[config.mk]
export PLATFORM = sky130hd
export DESIGN_NAME = uart_tx_fifo_param
export DESIGN_NICKNAME = d
export VERILOG_FILES = /design/src/rtl/uart_pkg.sv /design/src/rtl/uart_sync_fifo.sv /design/src/rtl/uart_tx_fifo_param.sv
export SDC_FILE = /design/constraint.sdc
export NUM_CORES = 1
export LEC_CHECK = 0
export CORE_ASPECT_RATIO = 1.5
export CORE_MARGIN = 5
export CORE_UTILIZATION = 58
export DETAILED_ROUTE_END_ITERATION = 16
export PLACE_DENSITY_LB_ADDON = 0.2
export SETUP_SLACK_MARGIN = 0.05
export SKIP_CTS_REPAIR_TIMING = 1
export SYNTH_ARGS = -nofsm -noshare
export SYNTH_HDL_FRONTEND = slang
export SYNTH_HIERARCHICAL = 1
export SYNTH_SLANG_ARGS = --single-unit
[constraint.sdc]
create_clock -name clk -period 3.2 [get_ports clk]
set_clock_uncertainty 0.05 [all_clocks]
set_input_delay 0.48 -clock clk [delete_from_list [all_inputs] [get_ports clk]]
set_output_delay 0.48 -clock clk [all_outputs]
set_load 0.01 [all_outputs]
[src/rtl/uart_pkg.sv]
// Shared definitions for the parametrised UART transmitter and the planned receiver:
// parity encodings, transmit FSM state type and the parity-bit helper.
package uart_pkg;

    localparam int PAR_NONE      = 0;
    localparam int PAR_ODD       = 1;
    localparam int PAR_EVEN      = 2;
    localparam int MAX_DATA_BITS = 9;

    typedef enum logic [2:0] {
        S_IDLE  = 3'd0,
        S_START = 3'd1,
        S_DATA  = 3'd2,
        S_PAR   = 3'd3,
        S_STOP  = 3'd4
    } tx_state_t;

    // Payload is zero-extended by the caller; the extra zeros do not change the XOR.
    function automatic logic parity_bit(input logic [MAX_DATA_BITS-1:0] payload, input int mode);
        logic w_x;
        w_x = ^payload;
        return (mode == PAR_ODD) ? ~w_x : w_x;
    endfunction

endpackage

[src/rtl/uart_sync_fifo.sv]
// Parametrised synchronous FIFO (first-word fall-through read) shared by the UART TX and RX paths.
// A push onto a full FIFO is refused even when a pop happens in the same cycle.
module uart_sync_fifo #(
    parameter int WIDTH = 8,
    parameter int DEPTH = 4
) (
    input  logic                     clk,
    input  logic                     rst,
    input  logic                     i_push,
    input  logic                     i_pop,
    input  logic [WIDTH-1:0]         i_data,
    output logic [WIDTH-1:0]         o_data,
    output logic                     o_full,
    output logic                     o_empty,
    output logic [$clog2(DEPTH):0]   o_level
);

    localparam int AW = $clog2(DEPTH);
    localparam logic [AW:0] FULL_LVL = (AW+1)'(DEPTH);

    logic [WIDTH-1:0] r_mem [DEPTH];
    logic [AW-1:0]    r_wptr;
    logic [AW-1:0]    r_rptr;
    logic [AW:0]      r_level;
    logic             w_push;
    logic             w_pop;

    assign w_push  = i_push && !o_full;
    assign w_pop   = i_pop && !o_empty;
    assign o_full  = (r_level == FULL_LVL);
    assign o_empty = (r_level == '0);
    assign o_level = r_level;
    assign o_data  = r_mem[r_rptr];

    always_ff @(posedge clk or posedge rst) begin
        if (rst) begin
            r_wptr  <= '0;
            r_rptr  <= '0;
            r_level <= '0;
        end else begin
            if (w_push) r_wptr <= r_wptr + 1'b1;
            if (w_pop)  r_rptr <= r_rptr + 1'b1;
            case ({w_push, w_pop})
                2'b10:   r_level <= r_level + 1'b1;
                2'b01:   r_level <= r_level - 1'b1;
                default: r_level <= r_level;
            endcase
        end
    end

    // Storage needs no reset: the pointers define which entries are valid.
    always_ff @(posedge clk) begin
        if (w_push) r_mem[r_wptr] <= i_data;
    end

endmodule

[src/rtl/uart_tx_fifo_param.sv]
// Parametrised async serial transmitter with a transmit FIFO; frames go back-to-back with no idle gap.
// Optional line-break generation is compiled in with UART_TX_BREAK_EN.
module uart_tx_fifo_param
    import uart_pkg::*;
#(
    parameter int CLK_DIV    = 10,
    parameter int DATA_BITS  = 8,
    parameter int PARITY     = 0,
    parameter int STOP_BITS  = 1,
    parameter int FIFO_DEPTH = 4
) (
    input  logic                         clk,
    input  logic                         rst,
    input  logic                         we,
    input  logic [DATA_BITS-1:0]         data,
`ifdef UART_TX_BREAK_EN
    input  logic                         send_break,
`endif
    output logic                         tx,
    output logic                         ready,
    output logic                         busy,
    output logic [$clog2(FIFO_DEPTH):0]  level,
    output tx_state_t                    dbg_state
);

    localparam int DW = $clog2(CLK_DIV);
    localparam int BW = $clog2(DATA_BITS + 1);
    localparam logic [DW-1:0] DIV_LAST  = DW'(CLK_DIV - 1);
    localparam logic [BW-1:0] LAST_DATA = BW'(DATA_BITS - 1);
    localparam logic [BW-1:0] LAST_STOP = BW'(STOP_BITS - 1);

    tx_state_t            r_state;
    logic [DW-1:0]        r_div;
    logic [BW-1:0]        r_bitcnt;
    logic [DATA_BITS-1:0] r_shift;
    logic                 r_par;
    logic                 r_tx;
    logic                 w_tx_next;
    logic                 w_tick;
    logic                 w_stop_done;
    logic                 w_pop;
    logic                 w_full;
    logic                 w_empty;
    logic [DATA_BITS-1:0] w_head;
    logic                 w_brk_block;
    logic                 w_brk_active;

    uart_sync_fifo #(
        .WIDTH (DATA_BITS),
        .DEPTH (FIFO_DEPTH)
    ) u_fifo (
        .clk     (clk),
        .rst     (rst),
        .i_push  (we),
        .i_pop   (w_pop),
        .i_data  (data),
        .o_data  (w_head),
        .o_full  (w_full),
        .o_empty (w_empty),
        .o_level (level)
    );

`ifdef UART_TX_BREAK_EN
    localparam int BRK_MIN = (DATA_BITS + 2) * CLK_DIV;
    localparam int BKW     = $clog2(BRK_MIN);
    localparam logic [BKW-1:0] BRK_LAST = BKW'(BRK_MIN - 1);

    logic           r_brk;
    logic           r_brk_pend;
    logic [BKW-1:0] r_brk_cnt;
    logic           w_brk_req;
    logic           w_brk_start;

    assign w_brk_req    = send_break || r_brk_pend;
    assign w_brk_start  = (r_state == S_IDLE) && !r_brk && w_brk_req;
    assign w_brk_block  = r_brk || w_brk_req;
    assign w_brk_active = r_brk;

    // A request seen mid-frame is remembered and honoured once the frame has ended.
    always_ff @(posedge clk or posedge rst) begin
        if (rst) begin
            r_brk      <= 1'b0;
            r_brk_pend <= 1'b0;
            r_brk_cnt  <= '0;
        end else if (w_brk_start) begin
            r_brk      <= 1'b1;
            r_brk_pend <= 1'b0;
            r_brk_cnt  <= '0;
        end else if (r_brk) begin
            if (r_brk_cnt == BRK_LAST) begin
                if (!send_break) r_brk <= 1'b0;
            end else begin
                r_brk_cnt <= r_brk_cnt + 1'b1;
            end
        end else if (send_break && (r_state != S_IDLE)) begin
            r_brk_pend <= 1'b1;
        end
    end
`else
    assign w_brk_block  = 1'b0;
    assign w_brk_active = 1'b0;
`endif

    assign w_tick      = (r_div == DIV_LAST);
    assign w_stop_done = (r_state == S_STOP) && w_tick && (r_bitcnt == LAST_STOP);
    assign w_pop       = !w_empty && !w_brk_block && ((r_state == S_IDLE) || w_stop_done);

    assign tx        = r_tx;
    assign ready     = !w_full;
    assign busy      = (r_state != S_IDLE) || (level != '0) || w_brk_active;
    assign dbg_state = r_state;

    always_comb begin
        w_tx_next = 1'b1;
        case (r_state)
            S_START: w_tx_next = 1'b0;
            S_DATA:  w_tx_next = r_shift[0];
            S_PAR:   w_tx_next = r_par;
            default: w_tx_next = 1'b1;
        endcase
        if (w_brk_active) w_tx_next = 1'b0;
    end

    // The line is registered from the state, so tx trails each state by one clock uniformly.
    always_ff @(posedge clk or posedge rst) begin
        if (rst) begin
            r_state  <= S_IDLE;
            r_div    <= '0;
            r_bitcnt <= '0;
            r_shift  <= '0;
            r_par    <= 1'b0;
            r_tx     <= 1'b1;
        end else begin
            r_tx <= w_tx_next;
            case (r_state)
                S_IDLE: begin
                    if (w_pop) begin
                        r_shift  <= w_head;
                        r_par    <= parity_bit(MAX_DATA_BITS'(w_head), PARITY);
                        r_div    <= '0;
                        r_bitcnt <= '0;
                        r_state  <= S_START;
                    end
                end
                default: begin
                    r_div <= w_tick ? '0 : r_div + 1'b1;
                    if (w_tick) begin
                        case (r_state)
                            S_START: r_state <= S_DATA;
                            S_DATA: begin
                                r_shift <= r_shift >> 1;
                                if (r_bitcnt == LAST_DATA) begin
                                    r_bitcnt <= '0;
                                    r_state  <= (PARITY != PAR_NONE) ? S_PAR : S_STOP;
                                end else begin
                                    r_bitcnt <= r_bitcnt + 1'b1;
                                end
                            end
                            S_PAR: r_state <= S_STOP;
                            S_STOP: begin
                                if (r_bitcnt == LAST_STOP) begin
                                    r_bitcnt <= '0;
                                    if (w_pop) begin
                                        r_shift <= w_head;
                                        r_par   <= parity_bit(MAX_DATA_BITS'(w_head), PARITY);
                                        r_state <= S_START;
                                    end else begin
                                        r_state <= S_IDLE;
                                    end
                                end else begin
                                    r_bitcnt <= r_bitcnt + 1'b1;
                                end
                            end
                            default: r_state <= S_IDLE;
                        endcase
                    end
                end
            endcase
        end
    end

endmodule

==> summary.md <==
| Metric | Value |
|---|---|
| Internal power | `between 2 and 2.5 mW` |
| Reg2Reg Setup Slack | `roughly 0.34 ns` |
| Pwr Total | `between 3 and 4 mW` |
| Vias in the first global route | `approximately 1800` |
| Fin area | `roughly 3300 sq um` |
| Dpl hpwl | `~3700 microns` |
| Final layout net count | `250` |
| Final Hold Fails | `0` |
| Worst r2r src | `r_div[1]` |
| Layout cell share with drive strength beyond 1 | `0.184` |
| Crit Path Max Fanout | `10` |
| Crit Path Class | `reg2reg` |
| Total core area | `4850 sq um` |
| TritonCTS clock tree | `done` |
| Clock slew at reported path FFs | `~0.070 ns` |
| Synthesized Nets | `between 200 and 250` |
| Syn Inst Count | `around 210` |
| Ant. Diodes | `0` |
| Sw Ratio | `0.358` |
| Slew Viols, Final | `0` |
| Cell area after synthesis | `between 2000 and 3000 sq um` |
| Worst min-delay path class | `in2async` |
| Crit start category | `register` |
| Horiz. Die Dim | `just under 70 microns` |
| Placer congestion estimate | `0.810` |
| Final Core Density | `0.681` |
| Crit end category | `register` |
| Max Cap Viol | `0` |
| Net Sw Power | `1.15 mW` |
| Initial antenna violation count | `0` |
| Die area | `6520 sq um` |
| Clk pwr share | `0.211` |
| DR iter-0 viols | `slightly above 100` |
| Routed wire length | `4900 microns` |
| Seq/Total Area, Yosys | `0.576` |
| Post-synthesis register bit count | `60` |
| Synth warnings | `6` |
| Dpl ws | `~0.37 ns` |
| Number of remaining DRC errors | `0` |
| TNS Setup | `0 ns` |
| Period utilization | `0.893` |
| Post-route ant nets | `0` |
| Pin count of the biggest net entering global routing | `22` |
| Top FF cell, synth | `edfxtp_1` |
| Outcome | `complete, no violations` |
| Die height | `96.4 microns` |
| Fmax achieved | `between 0.3 and 0.4 GHz` |
| Worst setup path endpoint | `u_fifo/o_level[2]` |
| TritonCTS buffer count | `9` |
| DR WL/cell | `around 16 microns` |
| IO buf count | `19` |
| Crit path arrival time | `around 3.1 ns` |
| DP Area | `3100 sq um` |
| First-pass GRT wire length | `just over 8000 microns` |
| Post-route setup slack | `between 0.3 and 0.4 ns` |
| Sequential share of power | `0.414` |
| Ys async rst share | `0.467` |
| Worst setup path start | `r_div[1]` |
| # setup viols final | `0` |
| Mean Syn Cell Area | `between 10 and 15 sq um` |
| RSZ-0062 raised after global routing | `no` |
| Power per standard cell area | `972 nW/um^2` |
| I/O Pins | `20` |
| Number of synthesized flops with an enable pin | `32` |
| Fill cells | `about 360` |
| CP required | `3.40 ns` |
| Logic pwr share | `0.375` |
| Worst VDD drop | `roughly 0.52 mV` |
| Worst-Skew Late Latency | `approximately 0.33 ns` |
| Vias per cell | `between 5 and 6` |
| CTS root buffer | `clkbuf_8` |
| H-Tree Depth | `3` |
| First-pass DRT Iterations | `4` |
| Initial core utilization | `0.596` |
| RR Endpoint | `u_fifo/o_level[2]` |
| Gr ovfl total | `0` |
| Lkg Pwr | `1.26 nW` |
| Post-synthesis cell type count | `48` |
| Area Overhead vs Synth | `14.3%` |
| Vias | `1694` |
| Slew headroom | `0.466` |
| Clock Sink Count | `60` |
| Final min period | `approximately 2.9 ns` |
| Clk buf depth | `2` |
| Worst R2R Path Depth | `13` |
| FP Rows | `31` |
| All-Layer GR Usage | `0.176` |
| Worst slew pin tran | `roughly 0.8 ns` |
## cell usage after synthesis, types with 2 or more instances
cell       n  share of area
nor2_1     5         0.0065
a211o_1    2         0.0061
a32o_1     2         0.0069
o21a_1     7          0.018
nor3b_2    2         0.0087
inv_1     16          0.021
nand3_1    2         0.0035
buf_6      4          0.016
o21ai_1    3         0.0052
mux4_2     8          0.062
mux2i_1    2         0.0069
a22o_1     3         0.0091
nor3_1     5         0.0087
xor2_1     4          0.012
ha_1       9          0.039
dfrtp_1   27           0.23
and2_2     4          0.010
o32a_1     7          0.024
xnor2_1   10          0.030
o21ai_0   10          0.017
nand2_1   13          0.017
or2_1      2         0.0043
buf_2      2         0.0035
edfxtp_1  32           0.33
nand3b_1   2         0.0052
## worst max-delay path: stages, from the launching register on
cell	delay, ns
dfrtp_1	0.41
inv_1	0.07
ha_1	0.15
and3b_1	0.34
o21bai_4	0.17
or2_4	0.28
inv_1	0.06
o31a_2	0.16
ha_1	0.19
inv_1	0.06
fa_1	0.37
xor2_1	0.15
nor2_1	0.12
xor2_1	0.18
## registers in the layout, summed over array words and instances (netlist names)
signal and count:
u_fifo/o_level 3, dbg_state 3, r_shift 8, r_bitcnt 4
r_par 1, u_fifo/r_mem 32, u_fifo/r_rptr 2, r_div 4
tx 1, u_fifo/r_wptr 2
## kinds of logic after synthesis
group	after synthesis	synth area share
flip-flops	60	0.576
AND/OR/NAND/NOR	46	0.102
AO/OA/AOI/OAI	40	0.110
buffers and inverters	24	0.0437
XOR/XNOR	15	0.0481
multiplexers	11	0.0745
adder cells (fa/ha/maj)	10	0.0459
## worst min path at each step
stage          slack, ns        from           endpoint
2_1_floorplan       0.23         rst  u_fifo/o_level[0]
3_3_place_gp        0.42  r_shift[6]         r_shift[6]
3_5_place_dp        0.43  r_shift[5]         r_shift[5]
4_1_cts             0.36         rst  u_fifo/o_level[1]
5_1_grt             0.39         rst  u_fifo/o_level[1]
6_report            0.36         rst  u_fifo/o_level[1]
## per-layer routing
layer  wire (microns)  part of all wire  vias to the layer above  GRT usage
met3              179             0.037                       17     0.0451
met2             2800              0.57                       36      0.313
met4              131             0.027                        0     0.0880
met1             1790              0.36                      848      0.188
li1                 -                 -                      793          -
met5                0                 0                        -          0
## stage by stage
step                      std cells  hold slack, ns
after floorplan                 206           0.233
after global placement          284           0.423
after detailed placement        284           0.432
after CTS                       300           0.355
after global routing            300           0.390
final                           300           0.355
## layout by cell type (no fill, tap or decap), types with 2 or more instances in the layout
master           synthesis  layout
o21ai_1                  3       3
edfxtp_1                32      32
clkinv_4                 0       3
nor3_1                   5       5
o32a_1                   7       7
nand3_1                  2       2
xor2_1                   4       4
nor2_1                   5       5
a32o_1                   2       2
mux4_2                   8       8
a22o_1                   3       3
o21a_1                   7       7
nor3b_2                  2       2
clkbuf_8                 0       9
xnor2_1                 10      10
mux2i_1                  2       2
and2_2                   4       4
or2_1                    2       2
o21ai_0                 10      10
ha_1                     9       9
nand3b_1                 2       2
clkdlybuf4s50_1          0      19
a211o_1                  2       2
inv_1                   16      16
dfrtp_1                 27      27
nand2_1                 13      13
## power by group through the flow
stage | clock network, mW | registers, mW | logic, mW
2_1_floorplan | 0 | 1.23 | 1.02
3_3_place_gp | 0 | 1.33 | 1.16
3_5_place_dp | 0 | 1.35 | 1.21
4_1_cts | 0.692 | 1.33 | 1.22
5_1_grt | 0.728 | 1.37 | 1.32
6_report | 0.676 | 1.33 | 1.20
## area by class of cell
| class | instances | area (sq um) | area share |
|---|---|---|---|
| inverters | 16 | 60.1 | 0.0182 |
| clock inverters | 7 | 76.3 | 0.0231 |
| repair buffers | 20 | 198 | 0.0598 |
| multi-input cells | 122 | 1100 | 0.333 |
| clock buffers | 9 | 124 | 0.0375 |
| well taps | 66 | 82.6 | 0.0250 |
| flip-flops and latches | 60 | 1660 | 0.503 |
(Power assumes the default switching activity.)
